<file path="src/rtl/rvc_align_pkg.sv">
// Shared types and sizing helpers for the RVC fetch aligner.
package rvc_align_pkg;

    localparam int HW_W = 16;

    typedef logic [HW_W-1:0] hw_t;

    function automatic logic is_rvc(input hw_t hw);
        return hw[1:0] != 2'b11;
    endfunction

    function automatic int fetch_hw(input int fetch_w);
        return fetch_w / HW_W;
    endfunction

    function automatic int ptr_w(input int depth);
        return (depth > 1) ? $clog2(depth) : 1;
    endfunction

    function automatic int skip_w(input int nhw);
        return (nhw > 1) ? $clog2(nhw) : 1;
    endfunction

endpackage

</file>
<file path="src/rtl/rvc_hw_queue.sv">
// Circular halfword buffer: multi-halfword push with leading skip, pop of 1 or 2.
module rvc_hw_queue
    import rvc_align_pkg::*;
#(
    parameter int NHW      = 2,
    parameter int DEPTH_HW = 8,
    localparam int PW      = ptr_w(DEPTH_HW),
    localparam int SKW     = skip_w(NHW),
    localparam int CW      = PW + 1
) (
    input  logic                clk,
    input  logic                clear,
    input  logic                push,
    input  logic [NHW*HW_W-1:0] push_data,
    input  logic [SKW-1:0]      push_skip,
    input  logic                pop,
    input  logic                pop_two,
    output hw_t                 hw0,
    output hw_t                 hw1,
    output logic [PW:0]         occupancy
);

    hw_t           mem [DEPTH_HW];
    logic [PW-1:0] rd_ptr;
    logic [PW-1:0] wr_ptr;
    logic [PW:0]   count;
    logic [PW:0]   push_cnt;
    logic [PW:0]   pop_cnt;
    logic [PW-1:0] wr_idx [NHW];
    logic [NHW-1:0] wr_en;

    always_comb begin
        push_cnt = '0;
        if (push) begin
            push_cnt = CW'(NHW) - CW'(push_skip);
        end
    end

    always_comb begin
        pop_cnt = '0;
        if (pop) begin
            pop_cnt = pop_two ? CW'(2) : CW'(1);
        end
    end

    // Skipped halfwords shift the rest down so they pack at wr_ptr.
    always_comb begin
        for (int i = 0; i < NHW; i++) begin
            wr_en[i]  = push && (i >= int'(push_skip));
            wr_idx[i] = wr_ptr + PW'(i) - PW'(push_skip);
        end
    end

    always_ff @(posedge clk) begin
        if (clear) begin
            rd_ptr <= '0;
            wr_ptr <= '0;
            count  <= '0;
        end else begin
            wr_ptr <= wr_ptr + push_cnt[PW-1:0];
            rd_ptr <= rd_ptr + pop_cnt[PW-1:0];
            count  <= count + push_cnt - pop_cnt;
        end
    end

    always_ff @(posedge clk) begin
        for (int i = 0; i < NHW; i++) begin
            if (wr_en[i]) begin
                mem[wr_idx[i]] <= push_data[i*HW_W +: HW_W];
            end
        end
    end

    assign hw0       = mem[rd_ptr];
    assign hw1       = mem[rd_ptr + PW'(1)];
    assign occupancy = count;

endmodule

</file>
<file path="src/rtl/rvc_fetch_aligner.sv">
// Halfword realignment of fetch words into 16/32-bit instructions with PC.
// Define RVC_ALIGN_PERF_EN to add the perf_rvc_cnt/perf_rv32_cnt pop counters.
module rvc_fetch_aligner
    import rvc_align_pkg::*;
#(
    parameter int               XLEN         = 32,
    parameter int               FETCH_W      = 32,
    parameter int               DEPTH_HW     = 8,
    parameter logic [XLEN-1:0]  RESET_VECTOR = '0,
    localparam int              NHW          = fetch_hw(FETCH_W),
    localparam int              PW           = ptr_w(DEPTH_HW),
    localparam int              SKW          = skip_w(NHW),
    localparam int              CW           = PW + 1,
    localparam int              AB           = $clog2(FETCH_W / 8)
) (
    input  logic               clk,
    input  logic               reset,
    input  logic               flush,
    input  logic [XLEN-1:0]    flush_pc,
    input  logic               in_valid,
    output logic               in_ready,
    input  logic [FETCH_W-1:0] in_data,
    input  logic [XLEN-1:0]    in_addr,
    output logic               out_valid,
    input  logic               out_ready,
    output logic [31:0]        out_instr,
    output logic [XLEN-1:0]    out_pc,
    output logic               out_is_rvc,
    output logic [PW:0]        occupancy
`ifdef RVC_ALIGN_PERF_EN
    ,
    output logic [31:0]        perf_rvc_cnt,
    output logic [31:0]        perf_rv32_cnt
`endif
);

    hw_t             hw0;
    hw_t             hw1;
    logic [PW:0]     occ;
    logic [PW:0]     free;
    logic [XLEN-1:0] head_pc;
    logic [SKW-1:0]  skip;
    logic            blocked;
    logic            head_rvc;
    logic            push;
    logic            pop;
    logic            unused_ok;

    assign blocked  = reset || flush;
    assign free     = CW'(DEPTH_HW) - occ;
    assign in_ready = !blocked && (free >= CW'(NHW));
    assign push     = in_valid && in_ready;
    assign head_rvc = is_rvc(hw0);

    // Empty check comes first so an unwritten head slot never decides validity.
    assign out_valid = !blocked && (occ != '0)
                       && (head_rvc || (occ >= CW'(2)));
    assign pop       = out_valid && out_ready;

    rvc_hw_queue #(
        .NHW      (NHW),
        .DEPTH_HW (DEPTH_HW)
    ) u_queue (
        .clk       (clk),
        .clear     (blocked),
        .push      (push),
        .push_data (in_data),
        .push_skip (skip),
        .pop       (pop),
        .pop_two   (!head_rvc),
        .hw0       (hw0),
        .hw1       (hw1),
        .occupancy (occ)
    );

    always_ff @(posedge clk) begin
        if (reset) begin
            head_pc <= RESET_VECTOR;
            skip    <= RESET_VECTOR[AB-1:1];
        end else if (flush) begin
            head_pc <= {flush_pc[XLEN-1:1], 1'b0};
            skip    <= flush_pc[AB-1:1];
        end else begin
            if (pop) begin
                head_pc <= head_pc + (head_rvc ? XLEN'(2) : XLEN'(4));
            end
            if (push) begin
                skip <= '0;
            end
        end
    end

    always_comb begin
        out_instr = '0;
        if (out_valid) begin
            out_instr = head_rvc ? {16'h0, hw0} : {hw1, hw0};
        end
    end

    assign out_is_rvc = out_valid && head_rvc;
    assign out_pc     = head_pc;
    assign occupancy  = occ;

`ifdef RVC_ALIGN_PERF_EN
    always_ff @(posedge clk) begin
        if (reset) begin
            perf_rvc_cnt  <= '0;
            perf_rv32_cnt <= '0;
        end else if (pop) begin
            if (head_rvc) begin
                perf_rvc_cnt <= perf_rvc_cnt + 32'd1;
            end else begin
                perf_rv32_cnt <= perf_rv32_cnt + 32'd1;
            end
        end
    end
`endif

    assign unused_ok = ^{in_addr, flush_pc[0]};

    a_in_addr_aligned: assert property (
        @(posedge clk) disable iff (reset)
        push |-> (in_addr[AB-1:0] == '0)
    );

    a_occ_bounded: assert property (
        @(posedge clk) disable iff (reset)
        occ <= CW'(DEPTH_HW)
    );

endmodule

</file>
<file path="config.mk">
export PLATFORM = sky130hd
export DESIGN_NAME = rvc_fetch_aligner
export DESIGN_NICKNAME = d
export VERILOG_FILES = /design/src/rtl/rvc_align_pkg.sv /design/src/rtl/rvc_hw_queue.sv /design/src/rtl/rvc_fetch_aligner.sv
export SDC_FILE = /design/constraint.sdc
export NUM_CORES = 1
export LEC_CHECK = 0
export BUFFER_PORTS_ARGS = -buffer_cell sky130_fd_sc_hd__clkbuf_2
export CAP_MARGIN = 30
export CORE_MARGIN = 2
export CORE_UTILIZATION = 50
export CTS_CLUSTER_DIAMETER = 150
export CTS_CLUSTER_SIZE = 40
export DETAILED_ROUTE_END_ITERATION = 16
export PLACE_DENSITY = 0.8
export SLEW_MARGIN = 20
export SYNTH_ARGS = -nofsm -noshare
export SYNTH_HDL_FRONTEND = slang
export SYNTH_SLANG_ARGS = --single-unit
</file>
<file path="constraint.sdc">
create_clock -name clk -period 3.2 [get_ports clk]
set_input_delay 0.64 -clock clk [delete_from_list [all_inputs] [get_ports clk]]
set_output_delay 0.64 -clock clk [all_outputs]
set_load 0.01 [all_outputs]
</file>
# Word-level counts from Yosys, hierarchy flattened
# Memories as Yosys holds them, arrays and structs flattened. A register that Yosys moved wholly into a read port is not among the register bits.
# Index checks and enable logic that the tools add are counted.
totals:
  reg_bits: 43
  mem_bits_rw: 128
  input_bits: 101
  out_inout_bits: 71
  n_memories: 1
op_classes:
  n_addsub: 11
  magnitude_cmp: 3
  eq_ne: 1
  muxes: 15
  reduce_logical: 14
mem_list:
  columns: ["memory", "words", "width", "rd", "rd_ports_with_merged_regs", "wr", "line_no", "text"]
  rows:
  - ["u_queue.mem", 8, 16, 2, 1, 2, "rvc_hw_queue.sv:23", "hw_t mem [DEPTH_HW];"]
op_table:
  columns: ["operator", "count"]
  rows:
  - ["$mux W32", 4]
  - ["$add A32 B3 Y32", 1]
  - ["$ge A4 B2 Y1 const B", 2]
  - ["$mux W4", 2]
  - ["$logic_and A1 B1 Y1", 7]
  - ["$add A3 B1 Y3 const B", 2]
  - ["$add A3 B3 Y3", 2]
  - ["$mux W1", 6]
  - ["$mux W3", 2]
  - ["$sub A3 B1 Y3", 2]
  - ["$add A4 B4 Y4", 1]
  - ["$reduce_bool A2 Y1", 2]
  - ["$reduce_bool A4 Y1", 1]
  - ["$sub A4 B4 Y4", 1]
  - ["$sub A4 B4 Y4 const A", 1]
  - ["$sub A2 B1 Y3 const A", 1]
  - ["$logic_or A1 B1 Y1", 2]
  - ["$mux W2", 1]
  - ["$ne A2 B2 Y1 const B", 1]
  - ["$reduce_or A2 Y1", 1]
  - ["$ge A1 B1 Y1 const A", 1]
  - ["$logic_not A1 Y1", 1]

# Depth between registers and ports, before layout
# Gate-level depths: netlist (run 1).
logic_depth:
  ltp_word: 8
  depth_mapped: 14
  ltp_nobuf: 13

# Modules after synthesis
# From an unflattened synthesis (run 1), not the netlist that was laid out.
hier_totals:
  hier_cells: 770
  hier_area_um2: 10510.1
modules_own_cells:
  columns: ["mod", "n_inst", "cells_each", "area_each_um2"]
  rows:
  - ["rvc_hw_queue", 1, 470, 8197.9]
  - ["rvc_fetch_aligner", 1, 300, 2312.2]

# Worst setup path after synthesis (run 1)
# No wires, ideal clock.
synth_timing:
  path_kind: "reg2reg"
  from: "register u_queue.count[1] (netlist: u_queue.occupancy[1])"
  to: "memory u_queue.mem[3][0] (netlist bit), enable pin"
  setup_ns: 0.414
  arrival_ns: 2.881
  slack_ns: -0.096
  path_stages_with_launch: 9
  path_buffers: 0
  period_less_slack_ns: 3.296
  path_cell_list: "dfxtp_1 inv_1 ha_1 xor2_1 a41oi_2 nand2_1 nor2_2 nand2_1 o31ai_1"
synth_lines:
  columns: ["item", "line_no", "text"]
  rows:
  - ["start: declaration", "rvc_hw_queue.sv:26", "logic [PW:0] count;"]
  - ["start signal: assignment", "rvc_hw_queue.sv:62", "count <= count + push_cnt - pop_cnt;"]
  - ["end: declaration", "rvc_hw_queue.sv:23", null]

# Final worst setup path (run 1)
layout_timing:
  from: "register u_queue.count[1] (netlist: u_queue.occupancy[1])"
  to: "output out_instr[23]"
layout_between:
  elab_chain_len: 4
  elab_cells_between_ends: 6
  classes_between: "order compare: 1; mux: 1; reduce/logical: 4"
layout_rtl:
  columns: ["item", "line_no", "text"]
  rows:
  - ["$ge A4 B2 Y1 / $reduce_bool A4 Y1 (equally long branches)", "rvc_fetch_aligner.sv:57, rvc_fetch_aligner.sv:56", null]
  - ["$logic_or A1 B1 Y1 / $logic_and A1 B1 Y1 (equally long branches)", "rvc_fetch_aligner.sv:57, rvc_fetch_aligner.sv:56", null]
  - ["$logic_and A1 B1 Y1 (*)", "rvc_fetch_aligner.sv:57", "&& (head_rvc || (occ >= CW'(2)));"]
  - ["$mux W32 (*)", "rvc_fetch_aligner.sv:95", "if (out_valid) begin"]
  - ["end: declaration", "rvc_fetch_aligner.sv:26", "output logic [31:0] out_instr,"]
# Every way passes the cells marked *; elsewhere a longest branch is shown, timed or not.

==> results of run 1 <==
-- sequential cells by signal, indices dropped and copies added (netlist names) --
name               count
out_pc                31
skip                   1
u_queue.mem          128
u_queue.occupancy      4
u_queue.rd_ptr         3
u_queue.wr_ptr         3
-- logic make-up (layout without fill, tap and decap cells) --
logic type                 after synthesis  in the layout  synth area share
other                                    1              1          0.000371
and+or+nand+nor                        150            150            0.0671
xor gates and xnor gates                29             29            0.0251
adders and majority gates               21             21            0.0297
AOI/OAI and AO/OA                      109            109            0.0801
DFF                                    170            170             0.464
buffers and inverters                   73            259            0.0305
muxes                                  208            208             0.304
-- metrics by stage --
stage          utilization  hold slack (ns)  instance area, um^2
6_report             0.609            0.426                12200
5_1_grt              0.609            0.437                12200
4_1_cts              0.603            0.414                12100
3_5_place_dp         0.569            0.510                11400
3_3_place_gp         0.569            0.501                11400
2_1_floorplan            -            0.515                10100
-- power breakdown --
group / internal (uW) / switching [uW]
Sequential: 2430 / 53.0
Combinational: 288 / 324
Clock: 1250 / 930
-- synthesized netlist by cell type, types with 3 or more instances --
library cell | number | share of area
a211oi_1 | 24 | 0.018
a21oi_1 | 30 | 0.015
a311oi_1 | 11 | 0.0095
and2_1 | 6 | 0.0037
and3_1 | 8 | 0.0050
buf_1 | 8 | 0.0030
buf_2 | 9 | 0.0045
buf_4 | 4 | 0.0030
clkbuf_1 | 23 | 0.0085
dfxtp_1 | 42 | 0.083
edfxtp_1 | 128 | 0.38
fa_1 | 5 | 0.0099
ha_1 | 16 | 0.020
inv_1 | 26 | 0.0097
mux2_2 | 126 | 0.14
mux2i_1 | 14 | 0.014
mux4_2 | 64 | 0.14
nand2_1 | 57 | 0.021
nand3_1 | 8 | 0.0040
nand4_1 | 4 | 0.0025
nor2_1 | 50 | 0.019
nor3_1 | 3 | 0.0015
o2111ai_1 | 3 | 0.0026
o211ai_1 | 3 | 0.0022
o21ai_0 | 6 | 0.0030
o21bai_1 | 14 | 0.010
o31ai_1 | 3 | 0.0022
xnor2_1 | 18 | 0.016
xor2_1 | 11 | 0.0095
-- layer usage --
layer	global-route usage	up-vias
met2	0.441	404
met1	0.327	3736
li1	-	3304
met4	0.0893	0
met3	0.0550	50
met5	0	-
-- layout make-up --
type	count	share of cell area
clock buffers	19	0.0355
clock inverters	13	0.0147
inverters	28	0.00861
multi-input cells	518	0.427
flip-flops and latches	170	0.384
well taps	270	0.0277
repair buffers	199	0.103
-- worst register-to-register path, stage by stage, from the launching register on --
cell and delay (ns):
dfxtp_4 0.41, mux4_2 0.55, mux2i_4 0.23, nor2_2 0.13, ha_1 0.29, a21oi_1 0.06, nor2_1 0.16, nand2_1 0.32
a21oi_2 0.44, a211oi_1 0.13, a311oi_1 0.25
-- timing repair --
action | 4_1_cts | 5_1_grt
setup buffers | 6 | 8
hold buffers | 0 | 0
endpoints found under the setup margin | 33 | 38
cloned | 0 | 1
pin swaps | 1 | 1
hold endpoints to repair | 0 | 0
gates resized for setup | 4 | 12
-- how the worst max path moves through the flow --
stage / startpoint / endpoint / slack, ns / depth (start not counted)
3_3_place_gp: flush / out_instr[3] / 0.06 / 8
6_report: u_queue.occupancy[1] / out_instr[23] / 0.06 / 9
5_1_grt: u_queue.occupancy[1] / out_instr[23] / -0.04 / 9
2_1_floorplan: u_queue.occupancy[1] / u_queue.mem[0][0] / 0.002 / 8
3_5_place_dp: u_queue.rd_ptr[0] / u_queue.occupancy[3] / 0.04 / 12
4_1_cts: u_queue.occupancy[1] / out_instr[16] / 0.02 / 9
==> flow_summary_export.csv, run 1 <==
group,metric,value,unit
placed_design,hpwl,18.2,mm
setup_path,cp_slowest_cell,"dfxtp_1",
detailed_routing,final_antenna_net_count,0,
worst_hold_path,holdPathStages,3,
placed_design,port_buffers,137,
setup_path,crit_path_start_kind,"flop",
floorplan,die_h,146,um
sta,setup_viol,0,
detailed_routing,drtIter0Drc,563,
setup_path,r2r-start,"u_queue.rd_ptr[0]",
sta,post-route-min-period,3.14,ns
grt,antenna_found_initial,0,
layout,final_common_cell,"clkbuf_2",
setup_path,reg2reg_depth,10,
outcome,outcome,"finished, final reports clean",
sta,final_max_slew_viol_count,0,
sta,max-slew-margin-rel,0.618,
layout,multi_input_area,5210,um^2
worst_hold_path,min_from,"flush_pc[22]",
power_and_ir_drop,vdd_drop_max,400,uV
sta,final_hold_viol_count,0,
sta,fin_crit_sh,0.982,
layout,final_cell_mix,"137 x clkbuf_2, 128 x edfxtp_1, 126 x mux2_2, 64 x mux4_2, 57 x nand2_1",
detailed_routing,top_layer_used,"met4",
yosys,synth_cells,761,
detailed_routing,wl_met2,13.9,mm
grt,grt_pass1_wl,42.3,mm
power_and_ir_drop,power_density,432,nW/um^2
yosys,yosysWarnings,0,
power_and_ir_drop,leakagePower,0.00442,uW
clock_tree,cts_tree,"done",
grt,grt_pass1_vias,7528,
yosys,synthFlopType,"edfxtp_1",
yosys,syn-cell-area,10100,um^2
floorplan,initial_core_util,0.504,
worst_hold_path,min_to,"out_pc[22]",
detailed_routing,totalWireLength,27.7,mm
setup_path,path_cells,"inv_1 -> ha_1 -> o21bai_1 -> a21oi_1 -> buf_4 -> nand2_1 -> buf_4 -> a21oi_1 -> clkbuf_2",
sta,rsz0062_at_grt,"yes",
setup_path,rr_endpoint,"out_pc[30]",
power_and_ir_drop,p_total,5280,uW
clock_tree,cts_made_buffers,17,
yosys,synth_nets,883,
floorplan,rows,52,
detailed_routing,met1Wirelength,10.7,mm
sta,max_freq,318,MHz
layout,syn_to_final_growth,20.8,%
yosys,async_reset_ff_frac,0,
setup_path,worst-path-buf-inv,4,
clock_tree,cts_buffer_depth,2,
grt,grt_overflow,0,
setup_path,critical_path_peak_fanout,16,
grt,grt_max_degree,38,
detailed_routing,dr.pass1.iters,4,
layout,finalNonFillerCells,1217,
placed_design,globalplace.congestion,0.844,
setup_path,cp-end-kind,"primary output",
clock_tree,clock_latency,0.44,ns
sta,fin_skew,0.00864,ns
setup_path,criticalPathCategory,"reg -> out",
worst_hold_path,hold_path_class,"in -> reg",
yosys,avgSynthCellArea,13.3,um^2
layout,filler_cell_count,1563,
sta,tightest_slew,0.573,ns
yosys,synth-seq-cells,170,
sta,worst_slack,0.0570,ns
layout,diodes,0,
detailed_routing,vias,7494,
sta,final.setup.tns,0,ns
setup_path,crit_required,2.56,ns
detailed_routing,viasPerCell,6.16,
placed_design,pre_cts_ws,0.0368,ns
detailed_routing,wl_met3,2.47,mm
detailed_routing,drc_errors,0,
setup_path,critPathTopFamily,"buffers and inverters",
floorplan,ios,172,
clock_tree,cts-root-buf,"clkbuf_16",
clock_tree,clkTransAtPathRegs,0.06,ns
yosys,synth.distinct_cells,56,
floorplan,die_w,146,um
setup_path,r2r_setup_slack,0.13,ns
clock_tree,cts_sinks,170,
detailed_routing,routedWlPerCell,22.8,um
yosys,yosysSeqAreaShare,0.464,
layout,nets,1056,
floorplan,dieArea,21400,um^2
floorplan,coreArea,20000,um^2
layout,final-seq-area,4690,um^2
grt,track_usage,0.258,
yosys,synth_edf_count,128,
job,max_cap_viol_count,0,
layout,drive_gt1_frac,0.485,
placed_design,dpl.cell_count,1171,
setup_path,worst_path_largest_cell_delay,0.41,ns
setup_path,arrival,2.50,ns
clock_tree,htreeDepth,4,
Power figures use the tool's default switching activity.
==> run 2: changes to the inputs <==
--- a/constraint.sdc
+++ b/constraint.sdc
@@ -3,2 +3,2 @@
 set_output_delay 0.64 -clock clk [all_outputs]
-set_load 0.01 [all_outputs]
+set_load 0.02 [all_outputs]
==> run 2 against run 1 <==
Compared with the run above: clock skew rose by 0.0058 ns; register-to-register slack improved by 0.03 ns; combinational power rose by 7.2%; clock-buffer cell count did not move; final cell count fell by 0.90%; wire length fell by 3.0%; via count fell by 1.1%; total power fell by 4.9%; clock power fell by 14%; fmax rose by 0.11%; largest power group unchanged; first-iteration DRC count rose by 7.1%; critical path depth did not move.
==> flow_summary_export.csv, run 2 (same netlist as run 1, synthesis figures left out) <==
group,metric,value,unit
grt,track_usage,0.255,
worst_hold_path,holdPathStages,3,
layout,largest_reg_flops,128,
floorplan,coreArea,20000,um^2
clock_tree,clkTransAtPathRegs,0.07,ns
clock_tree,clock_latency,0.43,ns
layout,diodes,0,
sta,final_max_slew_viol_count,0,
clock_tree,cts_buffer_depth,2,
setup_path,rr_endpoint,"u_queue.occupancy[3]",
setup_path,worst_path_largest_cell_delay,0.56,ns
placed_design,globalplace.congestion,0.842,
floorplan,ios,172,
grt,grt_overflow,0,
job,max_cap_viol_count,0,
setup_path,cp-end-kind,"primary output",
sta,final_hold_viol_count,0,
placed_design,hpwl,18.1,mm
setup_path,criticalPathCategory,"reg -> out",
sta,fin_skew,0.0144,ns
setup_path,worst-path-buf-inv,4,
detailed_routing,drc_errors,0,
grt,grt_pass1_wl,41.6,mm
clock_tree,cts_made_buffers,17,
setup_path,critPathTopFamily,"multiplexers",
clock_tree,cts_sinks,170,
clock_tree,cts_tree,"done",
worst_hold_path,hold_path_class,"in -> reg",
sta,tightest_slew,0.546,ns
grt,antenna_found_initial,0,
detailed_routing,drtIter0Drc,603,
detailed_routing,dr.pass1.iters,5,
setup_path,reg2reg_depth,12,
setup_path,cp_slowest_cell,"mux4_2",
floorplan,dieArea,21400,um^2
sta,fin_crit_sh,0.981,
detailed_routing,wl_met3,2.15,mm
setup_path,r2r-start,"u_queue.rd_ptr[0]",
setup_path,crit_required,2.56,ns
setup_path,arrival,2.50,ns
setup_path,crit_path_start_kind,"flop",
layout,drive_gt1_frac,0.486,
worst_hold_path,min_from,"flush_pc[22]",
detailed_routing,top_layer_used,"met4",
power_and_ir_drop,power_density,415,nW/um^2
detailed_routing,totalWireLength,26.9,mm
setup_path,r2r_setup_slack,0.16,ns
floorplan,die_w,146,um
clock_tree,cts-root-buf,"clkbuf_16",
detailed_routing,routedWlPerCell,22.3,um
sta,final.setup.tns,0,ns
power_and_ir_drop,leakagePower,0.00432,uW
placed_design,port_buffers,137,
layout,utilization,0.603,
sta,max-slew-margin-rel,0.636,
floorplan,initial_core_util,0.504,
grt,grt_pass1_vias,7393,
setup_path,critical_path_peak_fanout,8,
floorplan,die_h,146,um
outcome,outcome,"finished, final reports clean",
layout,nets,1046,
sta,post-route-min-period,3.14,ns
power_and_ir_drop,vdd_drop_max,399,uV
detailed_routing,met1Wirelength,10.6,mm
clock_tree,cts_hold_buf,0,
detailed_routing,vias,7408,
layout,final_cell_mix,"128 x edfxtp_1, 126 x mux2_2, 125 x clkbuf_2, 64 x mux4_2, 56 x nand2_1",
layout,filler_cell_count,1545,
detailed_routing,wl_met2,13.4,mm
floorplan,rows,52,
setup_path,path_cells,"mux4_2 -> mux2i_4 -> buf_6 -> o21ai_4 -> inv_2 -> nor2_4 -> buf_12 -> nor2_2 -> clkbuf_8",
detailed_routing,final_antenna_net_count,0,
sta,setup_viol,0,
sta,max_freq,319,MHz
grt,grt_max_degree,36,
detailed_routing,viasPerCell,6.14,
layout,syn_to_final_growth,19.6,%
layout,final_common_cell,"edfxtp_1",
clock_tree,htreeDepth,4,
worst_hold_path,min_to,"out_pc[22]",
==> run 2: cell count changes in the layout (fill, tap and decap cells not counted), sizes merged <==
cell / previous run / this run
clkbuf: 157 / 151
buf: 61 / 57
bufinv: 3 / 0
clkinv: 1 / 3
clkinvlp: 3 / 5
inv: 34 / 32
==> run 2: how the worst max path moves through the flow <==
stage,start,to,slack (ns),cells past startpoint
global route,u_queue.occupancy[0],out_instr[31],-0.02,9
global placement,u_queue.rd_ptr[0],out_pc[30],0.13,10
detailed placement,u_queue.rd_ptr[0],out_pc[30],-0.01,10
finish,u_queue.rd_ptr[0],out_instr[6],0.06,9
floorplan,u_queue.rd_ptr[0],u_queue.occupancy[3],0.09,13
CTS,u_queue.rd_ptr[0],out_instr[7],0.02,9
==> run 2: routing by layer <==
layer / vias up / track usage
met4: 0 / 0.0951
met1: 3672 / 0.335
met3: 47 / 0.0447
met2: 385 / 0.428
li1: 3304 / -
met5: - / 0
==> run 2: final cells by class <==
class / count / area, um^2 / area share
clock buffer: 19 / 433 / 0.0358
clock inverter: 12 / 91.3 / 0.00755
inverter: 28 / 105 / 0.00869
multi-input combinational: 518 / 5240 / 0.433
sequential: 170 / 4690 / 0.388
tap: 270 / 338 / 0.0279
timing repair buffer: 189 / 1200 / 0.0991
==> run 2: timing repair <==
item	CTS	global route
buffers inserted	7	1
gates resized for setup	25	16
endpoints found under the setup margin	24	43
pin swaps	1	1
==> run 2: report_power, final <==
part / internal, uW / switching, uW
logic: 291 / 364
clock network: 996 / 884
registers: 2430 / 52.7
==> run 2: tightest hold or removal path, cell delays in order <==
cell	delay, ns
clkbuf_2	0.09
nand2_1	0.04
o21ai_1	0.06
==> run 2: stage by stage <==
stage	total power (uW)	worst slack, ns	instances	hold slack, ns	instance area (um^2)
after floorplan	2900	0.0886	761	0.525	10100
after global placement	3120	0.130	1168	0.493	11400
after detailed placement	3140	-0.00957	1168	0.512	11400
after CTS	5020	0.0222	1205	0.434	12000
after global routing	5190	-0.0200	1206	0.452	12100
final	5020	0.0605	1206	0.448	12100
